===== src/rtl/urex9_sprite_renderer.sv =====
// urex9 sprite fetch stage: box test, ROM addressing, walk animation
// and hit-flash blink, producing a palette index three clocks later.
module urex9_sprite_renderer #(
    parameter int          SPRITE_W        = 32,
    parameter int          SPRITE_H        = 32,
    parameter int          FRAMES          = 4,
    parameter int          FRAME_HOLD      = 8,
    parameter int          FLASH_FRAMES    = 16,
    parameter logic [3:0]  TRANSPARENT_IDX = 4'h0,
    parameter int          ROM_AW          = $clog2(FRAMES*SPRITE_W*SPRITE_H)
) (
    input  logic              Clk,
    input  logic              Reset,
    input  logic              vsync,
    input  logic [9:0]        DrawX,
    input  logic [9:0]        DrawY,
    input  logic [9:0]        PosX,
    input  logic [9:0]        PosY,
    input  logic              Moving,
    input  logic              Hit,
    output logic [ROM_AW-1:0] rom_addr,
    input  logic [3:0]        rom_data,
    output logic [3:0]        index,
    output logic              pixel_on
);

    localparam int XW = $clog2(SPRITE_W);
    localparam int YW = $clog2(SPRITE_H);
    localparam int FW = $clog2(FRAMES);
    localparam int AW = FW + YW + XW;
    localparam int HW = (FRAME_HOLD > 1) ? $clog2(FRAME_HOLD) : 1;
    localparam int CW = $clog2(FLASH_FRAMES + 1);

    typedef enum logic [1:0] {
        IDLE,
        FLASH_ON,
        FLASH_OFF
    } fstate_t;

    logic          vsync_d;
    logic          fe;
    logic [9:0]    px, py;
    logic [FW-1:0] frame;
    logic [HW-1:0] hold_cnt;
    fstate_t       state, state_n;
    logic [CW-1:0] fcnt, fcnt_n;

    logic [10:0]   x_ext, y_ext, x_lo, y_lo, x_hi, y_hi;
    logic          inbox;
    logic          off0;
    logic [XW-1:0] dx;
    logic [YW-1:0] dy;
    logic [AW-1:0] addr_n;

    logic          inb1, inb2;
    logic          off1, off2;

    assign fe = vsync_d & ~vsync;

    always_ff @(posedge Clk) begin
        if (Reset) begin
            vsync_d <= 1'b1;
        end else begin
            vsync_d <= vsync;
        end
    end

    // Shadow position only moves at frame start so the sprite never tears.
    always_ff @(posedge Clk) begin
        if (Reset) begin
            px <= '0;
            py <= '0;
        end else if (fe) begin
            px <= PosX;
            py <= PosY;
        end
    end

    always_ff @(posedge Clk) begin
        if (Reset) begin
            frame    <= '0;
            hold_cnt <= '0;
        end else if (fe) begin
            if (Moving) begin
                if (hold_cnt == HW'(FRAME_HOLD - 1)) begin
                    hold_cnt <= '0;
                    frame    <= frame + 1'b1;
                end else begin
                    hold_cnt <= hold_cnt + 1'b1;
                end
            end else begin
                hold_cnt <= '0;
            end
        end
    end

    always_ff @(posedge Clk) begin
        if (Reset) begin
            state <= IDLE;
            fcnt  <= '0;
        end else begin
            state <= state_n;
            fcnt  <= fcnt_n;
        end
    end

    always_comb begin
        state_n = state;
        fcnt_n  = fcnt;
        if (Hit) begin
            state_n = FLASH_ON;
            fcnt_n  = CW'(FLASH_FRAMES);
        end else if (fe && state != IDLE) begin
            fcnt_n = fcnt - 1'b1;
            if (fcnt_n == '0) begin
                state_n = IDLE;
            end else begin
                unique case (state)
                    FLASH_ON:  state_n = FLASH_OFF;
                    FLASH_OFF: state_n = FLASH_ON;
                    default:   state_n = IDLE;
                endcase
            end
        end
    end

    // 11-bit compares let a box near the right/bottom edge clip, not wrap.
    always_comb begin
        x_ext  = {1'b0, DrawX};
        y_ext  = {1'b0, DrawY};
        x_lo   = {1'b0, px};
        y_lo   = {1'b0, py};
        x_hi   = x_lo + 11'(SPRITE_W);
        y_hi   = y_lo + 11'(SPRITE_H);
        inbox  = (x_ext >= x_lo) && (x_ext < x_hi) &&
                 (y_ext >= y_lo) && (y_ext < y_hi);
        dx     = DrawX[XW-1:0] - px[XW-1:0];
        dy     = DrawY[YW-1:0] - py[YW-1:0];
        off0   = (state == FLASH_OFF);
        addr_n = inbox ? {frame, dy, dx} : '0;
    end

    always_ff @(posedge Clk) begin
        if (Reset) begin
            rom_addr <= '0;
            inb1     <= 1'b0;
            off1     <= 1'b0;
            inb2     <= 1'b0;
            off2     <= 1'b0;
            index    <= TRANSPARENT_IDX;
            pixel_on <= 1'b0;
        end else begin
            rom_addr <= ROM_AW'(addr_n);
            inb1     <= inbox;
            off1     <= off0;
            inb2     <= inb1;
            off2     <= off1;
            index    <= inb2 ? rom_data : TRANSPARENT_IDX;
            pixel_on <= inb2 && (rom_data != TRANSPARENT_IDX) && !off2;
        end
    end

endmodule


===== config.mk =====
export PLATFORM = sky130hd
export DESIGN_NAME = urex9_sprite_renderer
export DESIGN_NICKNAME = d
export VERILOG_FILES = /design/src/rtl/urex9_sprite_renderer.sv
export SDC_FILE = /design/constraint.sdc
export NUM_CORES = 1
export LEC_CHECK = 0
export CAP_MARGIN = 10
export CORE_MARGIN = 2
export CORE_UTILIZATION = 46
export CTS_BUF_LIST = sky130_fd_sc_hd__clkbuf_8 sky130_fd_sc_hd__clkbuf_16
export DETAILED_ROUTE_END_ITERATION = 10
export GPL_ROUTABILITY_DRIVEN = 0
export PLACE_DENSITY = 0.74
export SETUP_SLACK_MARGIN = 0.2
export SLEW_MARGIN = 20
export SYNTH_ARGS = -nofsm -noshare
export SYNTH_HDL_FRONTEND = slang
export SYNTH_SLANG_ARGS = --single-unit

===== constraint.sdc =====
create_clock -name Clk -period 2.5 [get_ports Clk]
set_clock_uncertainty 0.15 [all_clocks]
set_input_delay 0.375 -clock Clk [delete_from_list [all_inputs] [get_ports Clk]]
set_output_delay 0.375 -clock Clk [all_outputs]
set_load 0.005 [all_outputs]

======== Word-level counts from Yosys, hierarchy flattened ========
Cells that the tools add are included.
word-level totals
  register bits ........................... 54
  bits of input ports ..................... 49
  output and inout bits ................... 17
  logic and storage cells ................. 57
operators by class
  $add $sub $neg .......................... 7
  $lt $le $gt $ge ......................... 4
  equality and inequality tests ........... 3
  mux-type cells .......................... 8
  bitwise operators ....................... 4
  reduce and logical (&&, ||, !) cells .... 15
operators with widths
  operator                                             count
  adder 10 x 6 -> 11 bit, second input constant        2
  < comparator 10 x 11 -> 1 bit                        2
  greater-or-equal comparator 10 bit                   2
  2-to-1 mux 5 bit                                     2
  subtractor 5 bit                                     2
  logical AND 1 bit                                    6
  2-to-1 mux 3 bit                                     2
  OR reduction 2 bit                                   3
  logical NOT 5 bit                                    1
  subtractor 5 x 1 -> 5 bit, second input constant     1
  one-hot mux 2 bit (2 select lines)                   1
  nonzero test 2 bit                                   2
  nonzero test 4 bit                                   1
  adder 3 x 1 -> 3 bit, second input constant          1
  equality test 3 bit, second input constant           1
  NOT 1 bit                                            3
  AND reduction 3 bit                                  1
  adder 2 x 1 -> 2 bit, second input constant          1
  equality test 2 x 1 -> 1 bit, second input constant  1
  equality test 2 bit, second input constant           1
  2-to-1 mux 1 bit                                     2
  2-to-1 mux 2 bit                                     1
  AND 1 bit                                            1
  logical NOT 1 bit                                    1

======== Depth between registers and ports, before layout ========
Gate-level depths: netlist of the first run.
  word-level depth ........................ 7
  gate-level depth with buffers ........... 10
  depth with buffers taken out ............ 9

======== Worst setup path after synthesis of the first run ========
No wires, ideal clock.
  path type ............................... input to register
  from .................................... input DrawY[0]
  to ...................................... register rom_addr[3]
  setup time .............................. 0.096 ns
  arrival time ............................ 2.133 ns
  data required time ...................... 2.254 ns
  slack ................................... 0.120 ns
  cell stages on the path ................. 9
  path buffers ............................ 1
  path through ............................ inv_1 ha_1 fa_1 nand2b_1 o2bb2ai_1 a211oi_1 a2111oi_4 buf_2 nor4b_1
on the way
  cells in the longest elaborated chain, start to end .. 5
  elaborated cells on any way between the ends .. 6
RTL lines
  element                                  RTL line  source
  start: declaration                       16        input logic [9:0] DrawY,
  greater-or-equal comparator 10 bit       136       (y_ext >= y_lo) && (y_ext < y_hi);
  logical AND 1 bit                        135       inbox = (x_ext >= x_lo) && (x_ext < x_hi) &&
  logical AND 1 bit (*)                    136
  NOT 1 bit (no source line) (*)           --
  OR reduction 2 bit (no source line) (*)  --
  end signal: assignment                   153       rom_addr <= ROM_AW'(addr_n);
  end: declaration                         21        output logic [ROM_AW-1:0] rom_addr,
Every way passes the cells marked *; elsewhere a longest branch is shown, timed or not.
A chain may end at the register's enable or synchronous reset.

======== Worst setup path after layout of the first run ========
  from .................................... register px[5]
  to ...................................... register rom_addr[5]
on the way
  cells in the longest elaborated chain, start to end .. 7
  elaborated cells on any way between the ends .. 8
RTL lines
  element                                  RTL line  source
  start: declaration                       42        logic [9:0] px, py;
  start signal: assignment                 74        px <= PosX;
  adder 10 x 6 -> 11 bit                   133       x_hi = x_lo + 11'(SPRITE_W);
  < comparator 10 x 11 -> 1 bit            135
  logical AND 1 bit (*) (2 in series)      135
  logical AND 1 bit (*)                    136
  NOT 1 bit (no source line) (*)           --
  OR reduction 2 bit (no source line) (*)  --
Marks and branches as above.

==> impl_results.md, run 1 <==
- Run status: complete, no violations
- Setup TNS: 0 ns
- Min Tclk post-route: around 2.3 ns
- Syn_nets: 427
- Commonest non-fill, non-tap cell in the layout: clkdlybuf4s50_1
- CP endpoint kind: register
- Clock Latency Late Sink: between 0.3 and 0.4 ns
- Final hold violations: 0
- Met3 usage: between 3 and 4%
- Sink Count: between 50 and 60
- CTS Root Cell: clkbuf_8
- Post-Syn Instances: 340
- Final Util: between 70% and 80%
- Avg Inst Size Synth: just under 9 sq um
- DR vias: around 2,700
- Synth-to-layout area growth: 47.84%
- # setup viols final: 0
- CP required: roughly 2.6 ns
- CTS buffer count: 5
- Synth area leaders: dfxtp_1 36%, ha_1 15%, nand2_1 6.4%
- Max Cap Violations: 0
- Worst relative slew slack: 69.25%
- WL final: a little under 8 mm
- Cell variety after synth: 51
- Clock Tree Buf Depth: 2
- Initial antenna violation count: 0
- Starting DRT DRC Count: 88
- Max FO, Critical Path: 6
- FP Rows: 29
- Asr flop ratio synth: 0%
- CTS tree: done
- Syn Std Cell Area: roughly 3000 sq um
- Cell total after placement: 496
- Crit path DAT: approximately 2.4 ns
- Die Y: between 80 and 90 um
- PD cells: 459.0 nW/um^2
- Gr usage total: 20.86%
- Sequential fraction of the synthesis area: about 36%
- Final period utilization: between 90% and 100%
- Net count, final: 527
- Die ar.: roughly 7300 sq um
- Unrepaired setup endpoints after global routing: yes
- Nature of the critical path startpoint: register
- Share of layout cells above drive strength 1: a little under a quarter
- Most Crowded Layer GR: met2
- Total grt overflow: 0
- Wire per inst: 14.90 um
- Worst Hold Class: reg -> reg
- Die Wd: ~85 um
- Most frequent cells in the layout: 58 x clkdlybuf4s50_1, 52 x nand2_1, 46 x dfxtp_1, 34 x buf_4, 32 x a21oi_1
- Antenna Cells: 0
- Final-report max-slew violation count: 0
- Grt met2 use: 36.29%
- #FFs+latches synth: 54
- Hpwl dp: around 5.1 mm
- Worst-margin pin slew: roughly 0.46 ns
- Top-area cell type share of the netlist area: a little over a third
- Total core area: 6386 sq um
- Peak supply drop: around 330 uV
- Final Non-Filler Cells: just over 500
- Crit Path Class: reg -> reg
- CTS HTree Levels: 2
- Max Clk Rate: roughly 0.43 GHz
- M1 GR Usage: between 20% and 30%
- Post-synth EDFFs: 0
- Main synth FF type: dfxtp_1
- Starting Density: between 40% and 50%
- Warnings from Yosys: 0
- Leakage power: around 0.0017 uW
- Number of global-route vias before repair: 2,680
- PortBufs: 65
- DRT antenna net count: 0
- DRC Markers: 0
- Clk slew on worst S/H paths: around 0.10 ns
- Synth area leader: dfxtp_1
- Vias per cell: 5.228
- Pre-Repair DR Iteration Count: 4
- First-pass GRT wire length: 12.29 mm
- Num ports: between 60 and 70
- Largest net degree at the start of global routing: 38
[cell usage after synthesis (4+ instances only)]
library cell and n:
dfxtp_1 54, nand2_1 52, ha_1 36, a21oi_1 34, inv_1 30, nor2_1 14, clkbuf_1 10, nand3_1 10
xnor2_1 10, o21ai_0 8, xor2_1 7, nor3_1 6, nor4_2 6, nor2b_1 5, and2_1 4
[flip-flops by register name, summed over array words and instances, names as in the netlist]
| register | cells |
|---|---|
| off2 | 1 |
| inb1 | 1 |
| hold_cnt | 3 |
| frame | 2 |
| pixel_on | 1 |
| state | 2 |
| inb2 | 1 |
| index | 4 |
| fcnt | 5 |
| py | 10 |
| vsync_d | 1 |
| rom_addr | 12 |
| off1 | 1 |
| px | 10 |
[power breakdown]
group	internal (uW)	leakage [uW]	switching (uW)
Sequential	890	0.000443	21.3
Combinational	311	0.00119	298
Clock	254	0.0000544	288
[cell type report]
cell class	instances	area, sq um
multi-input cells	243	2074
flip-flops and latches	54	1096
repair buffers	106	1008
inverters	30	112.6
clock inverters	1	8.758
clock buffers	7	96.34
fillers	468	1893
well taps	77	96.34
[cells by family after synthesis]
family / synth area share (%)
buffers and inverters: 5.846
XOR/XNOR: 4.899
AO/OA/AOI/OAI: 14.86
adder cells (fa/ha/maj): 16.14
flip-flops: 35.57
multiplexers: 0.3294
AND/OR/NAND/NOR: 22.35
[path summary, 6_finish.rpt]
kind                            start     endpoint  slack (ns)  cells after the start
worst max-delay path            px[5]  rom_addr[5]        0.16                      8
worst min register to register   off2     pixel_on        0.25                      1
worst min-delay path             off2     pixel_on        0.25                      1
worst max register to register  px[5]  rom_addr[5]        0.16                      8
[metrics by stage]
stage / power [uW] / area, sq um / setup slack, ns / hold WS [ns]
after CTS: 2015 / 4342 / 0.2002 / 0.2589
after floorplan: 1198 / 3044 / 0.2099 / 0.2229
final: 2062 / 4493 / 0.1602 / 0.2529
after global routing: 2152 / 4493 / 0.05693 / 0.2742
after global placement: 1384 / 3941 / -0.4435 / 0.2360
after detailed placement: 1396 / 3941 / -0.4973 / 0.2407
[metal layers]
layer	share of wire, %	vias up	wire length, um
met5	0	-	0
met4	1.6	0	121
met3	3.9	10	304
met2	50	59	3897
met1	44	1261	3393
li1	-	1378	-
[timing repair]
action,in CTS,in global routing
hold buffers,0,0
endpoints found under the setup margin,13,13
setup buffers,10,3
pin swaps,17,19
resized for setup,45,25
cloned,1,0
[worst max-delay path: stages (launching register included)]
cell and delay [ns]:
dfxtp_4 0.36, and3_4 0.18, xnor2_2 0.13, ha_1 0.32
a21o_1 0.20, a32oi_2 0.27, o2111ai_4 0.20, clkbuf_16 0.22
nor4_2 0.24
(Power assumes the default switching activity.)
==> run 2, diff against run 1 <==
--- a/config.mk
+++ b/config.mk
@@ -12,7 +12,6 @@
 export DETAILED_ROUTE_END_ITERATION = 10
 export GPL_ROUTABILITY_DRIVEN = 0
 export PLACE_DENSITY = 0.74
-export SETUP_SLACK_MARGIN = 0.2
 export SLEW_MARGIN = 20
 export SYNTH_ARGS = -nofsm -noshare
 export SYNTH_HDL_FRONTEND = slang
==> run 2 against run 1 <==
First-iteration DRC count down 36%. Register-to-register slack about the same. Routed wire length down 12%. Largest power group unchanged. Clock power is 3% lower. Flip-flop and latch count stayed put. Count of clock-buffer cells in the layout shrank 2. Critical path type is now in -> reg. Non-clock buffer count is 10 lower. Worst setup slack worse by 0.068 ns. Combinational power fell by 19%. Critical path depth increased by 2.
==> impl_results.md, run 2 (synthesized netlist as in run 1, its figures left out) <==
- Max Cap Violations: 0 (unchanged)
- Clock Tree Buf Depth: 2 (unchanged)
- Initial antenna violation count: 0 (unchanged)
- Worst Hold Class: reg -> reg
- Worst Setup SP: DrawY[0]
- Nature of the critical path startpoint: primary input
- DRT antenna net count: 0 (unchanged)
- Die Wd: 85.28 um (unchanged)
- DRC Markers: 0 (unchanged)
- Sw power: 576.3 uW (-5.1%)
- Die ar.: 7273 sq um (unchanged)
- Die Y: 85.28 um (unchanged)
- Setup WS post-layout: 0.09191 ns (-0.06827 ns)
- Placement Setup Slack: -0.5748 ns (-0.07743 ns)
- Num ports: 66 (unchanged)
- Share of layout cells above drive strength 1: 15.78% (-7.8 points)
- WHS: 0.2498 ns (-0.003100 ns)
- Max reg flops: 12 (unchanged)
- Synth-to-layout area growth: 35.28%
- Max Clk Rate: 0.4153 GHz (-2.8%)
- PortBufs: 65 (unchanged)
- Hpwl dp: 5.152 mm (+0.57%)
- Sink Count: 54 (unchanged)
- Total core area: 6386 sq um (unchanged)
- Number of global-route vias before repair: 2,500 (-6.7%)
- Unrepaired setup endpoints after global routing: no
- PD cells: 470.7 nW/um^2 (+2.5%)
- Net count, final: 517 (-1.9%)
- Wire per inst: 13.30 um (-11%)
- Peak supply drop: 314.6 uV (-4.2%)
- Antenna Cells: 0 (unchanged)
- Final-report max-slew violation count: 0 (unchanged)
- Worst-margin pin slew: 0.5590 ns (+0.1026 ns)
- Commonest non-fill, non-tap cell in the layout: clkdlybuf4s50_1
- CTS Root Cell: clkbuf_8
- WL final: 6.755 mm (-12%)
- Total power: 1935 uW (-6.2%)
- Most frequent cells in the layout: 65 x clkdlybuf4s50_1, 53 x dfxtp_1, 52 x nand2_1, 35 x ha_1, 33 x a21oi_1
- Largest net degree at the start of global routing: 38 (unchanged)
- P_int: 1359 uW (-6.6%)
- Clock Latency Late Sink: 0.32 ns (about the same)
- CP endpoint kind: register
- Register share of total power: 47.1% (+2.9 points)
- First-pass GRT wire length: 11.19 mm (-8.9%)
- Pre-Repair DR Iteration Count: 5 (+1)
- DR vias: 2,585 (-4.5%)
- CTS HTree Levels: 2 (unchanged)
- Gr usage total: 19.08% (-1.8 points)
- Total grt overflow: 0 (unchanged)
- Starting DRT DRC Count: 56 (-36%)
- Logic pwr share: 25.6% (-3.9 points)
- Starting Density: 47.59% (unchanged)
- Vias per cell: 5.089 (-2.7%)
- CP required: 2.59 ns (+0.02 ns)
- Leakage power: 0.001576 uW (-6.8%)
- Reg with most FFs: rom_addr
- Max FO, Critical Path: 7 (+1)
- FP Rows: 29 (unchanged)
- Hold depth: 1 (unchanged)
- Worst Hold Launch: off2
- Min Tclk post-route: 2.408 ns (+0.06827 ns)
- Sw Ratio: 29.78% (+0.33 points)
- Crit Path Class: in -> reg
- Final period utilization: 96.32% (+2.7 points)
- Worst relative slew slack: 62.73% (-6.5 points)
- Largest regs: rom_addr x12, px x10, py x10
- Clock network power share: 27.3% (+1.0 points)
- # setup viols final: 0 (unchanged)
- R2R cell count: 8 (unchanged)
- CTS buffer count: 5 (unchanged)
- Final hold violations: 0 (unchanged)
- CTS tree: done
- Run status: complete, no violations
- Crit path DAT: 2.50 ns (+0.09 ns)
- Worst r2r src: py[5]
- Clk slew on worst S/H paths: 0.11 ns (about the same)
-- run 2: metrics by stage --
stage	util [%]	cells	setup TNS [ns]	area [sq um]
2_1_floorplan	-	340	0	3039
3_3_place_gp	61.95	497	-4.168	3956
3_5_place_dp	61.95	497	-5.807	3956
4_1_cts	64.05	508	0	4090
5_1_grt	64.38	508	0	4111
6_report	64.38	508	0	4111
-- run 2: area by class of cell --
class | instances | area [sq um]
Clock buffer | 5 | 68.82
Clock inverter | 3 | 28.78
Fill cell | 558 | 2275
Inverter | 30 | 112.6
Multi-Input combinational cell | 243 | 1814
Sequential cell | 54 | 1082
Tap cell | 77 | 96.34
Timing Repair Buffer | 96 | 908.4
-- run 2: timing repair --
| item | 4_1_cts | 5_1_grt |
|---|---|---|
| gates cloned | 0 | 0 |
| pin swaps | 3 | 2 |
| hold buffers | 0 | 0 |
| buffers inserted | 3 | 0 |
| resized for setup | 3 | 7 |
| endpoints found under the setup margin | 13 | 13 |
-- run 2: path summary, 6_finish.rpt --
check / to / slack (ns)
setup / recovery: rom_addr[10] / 0.09
hold / removal: pixel_on / 0.25
setup reg to reg: rom_addr[2] / 0.16
hold reg to reg: pixel_on / 0.25
-- run 2: power groups by stage --
stage / Sequential, uW / Clock (uW) / Combinational, uW
floorplan: 928 / 0 / 269
global placement: 930 / 0 / 457
detailed placement: 932 / 0 / 471
CTS: 912 / 544 / 490
global route: 917 / 570 / 543
finish: 912 / 528 / 495
-- run 2: worst max-delay path, stage by stage --
cell	delay (ns)
clkdlybuf4s50_1	0.45
inv_1	0.04
ha_2	0.19
fa_2	0.34
nand2b_1	0.17
o2bb2ai_2	0.14
a211oi_2	0.26
a2111oi_4	0.12
buf_4	0.17
nor4b_4	0.23
-- run 2: layer usage --
layer	track usage, %	wire length (um)	vias to the layer above
met5	0	0	-
met4	6.061	125	0
met3	3.696	268	11
met2	32.17	3187	49
met1	24.56	3173	1163
li1	-	-	1362
==> run 3, diff against run 2 <==
--- a/config.mk
+++ b/config.mk
@@ -5,7 +5,6 @@
 export SDC_FILE = /design/constraint.sdc
 export NUM_CORES = 1
 export LEC_CHECK = 0
-export CAP_MARGIN = 10
 export CORE_MARGIN = 2
 export CORE_UTILIZATION = 46
 export CTS_BUF_LIST = sky130_fd_sc_hd__clkbuf_8 sky130_fd_sc_hd__clkbuf_16
==> results of run 3 <==
No change in the layout: final DEF, timing and power equal those of run 2.
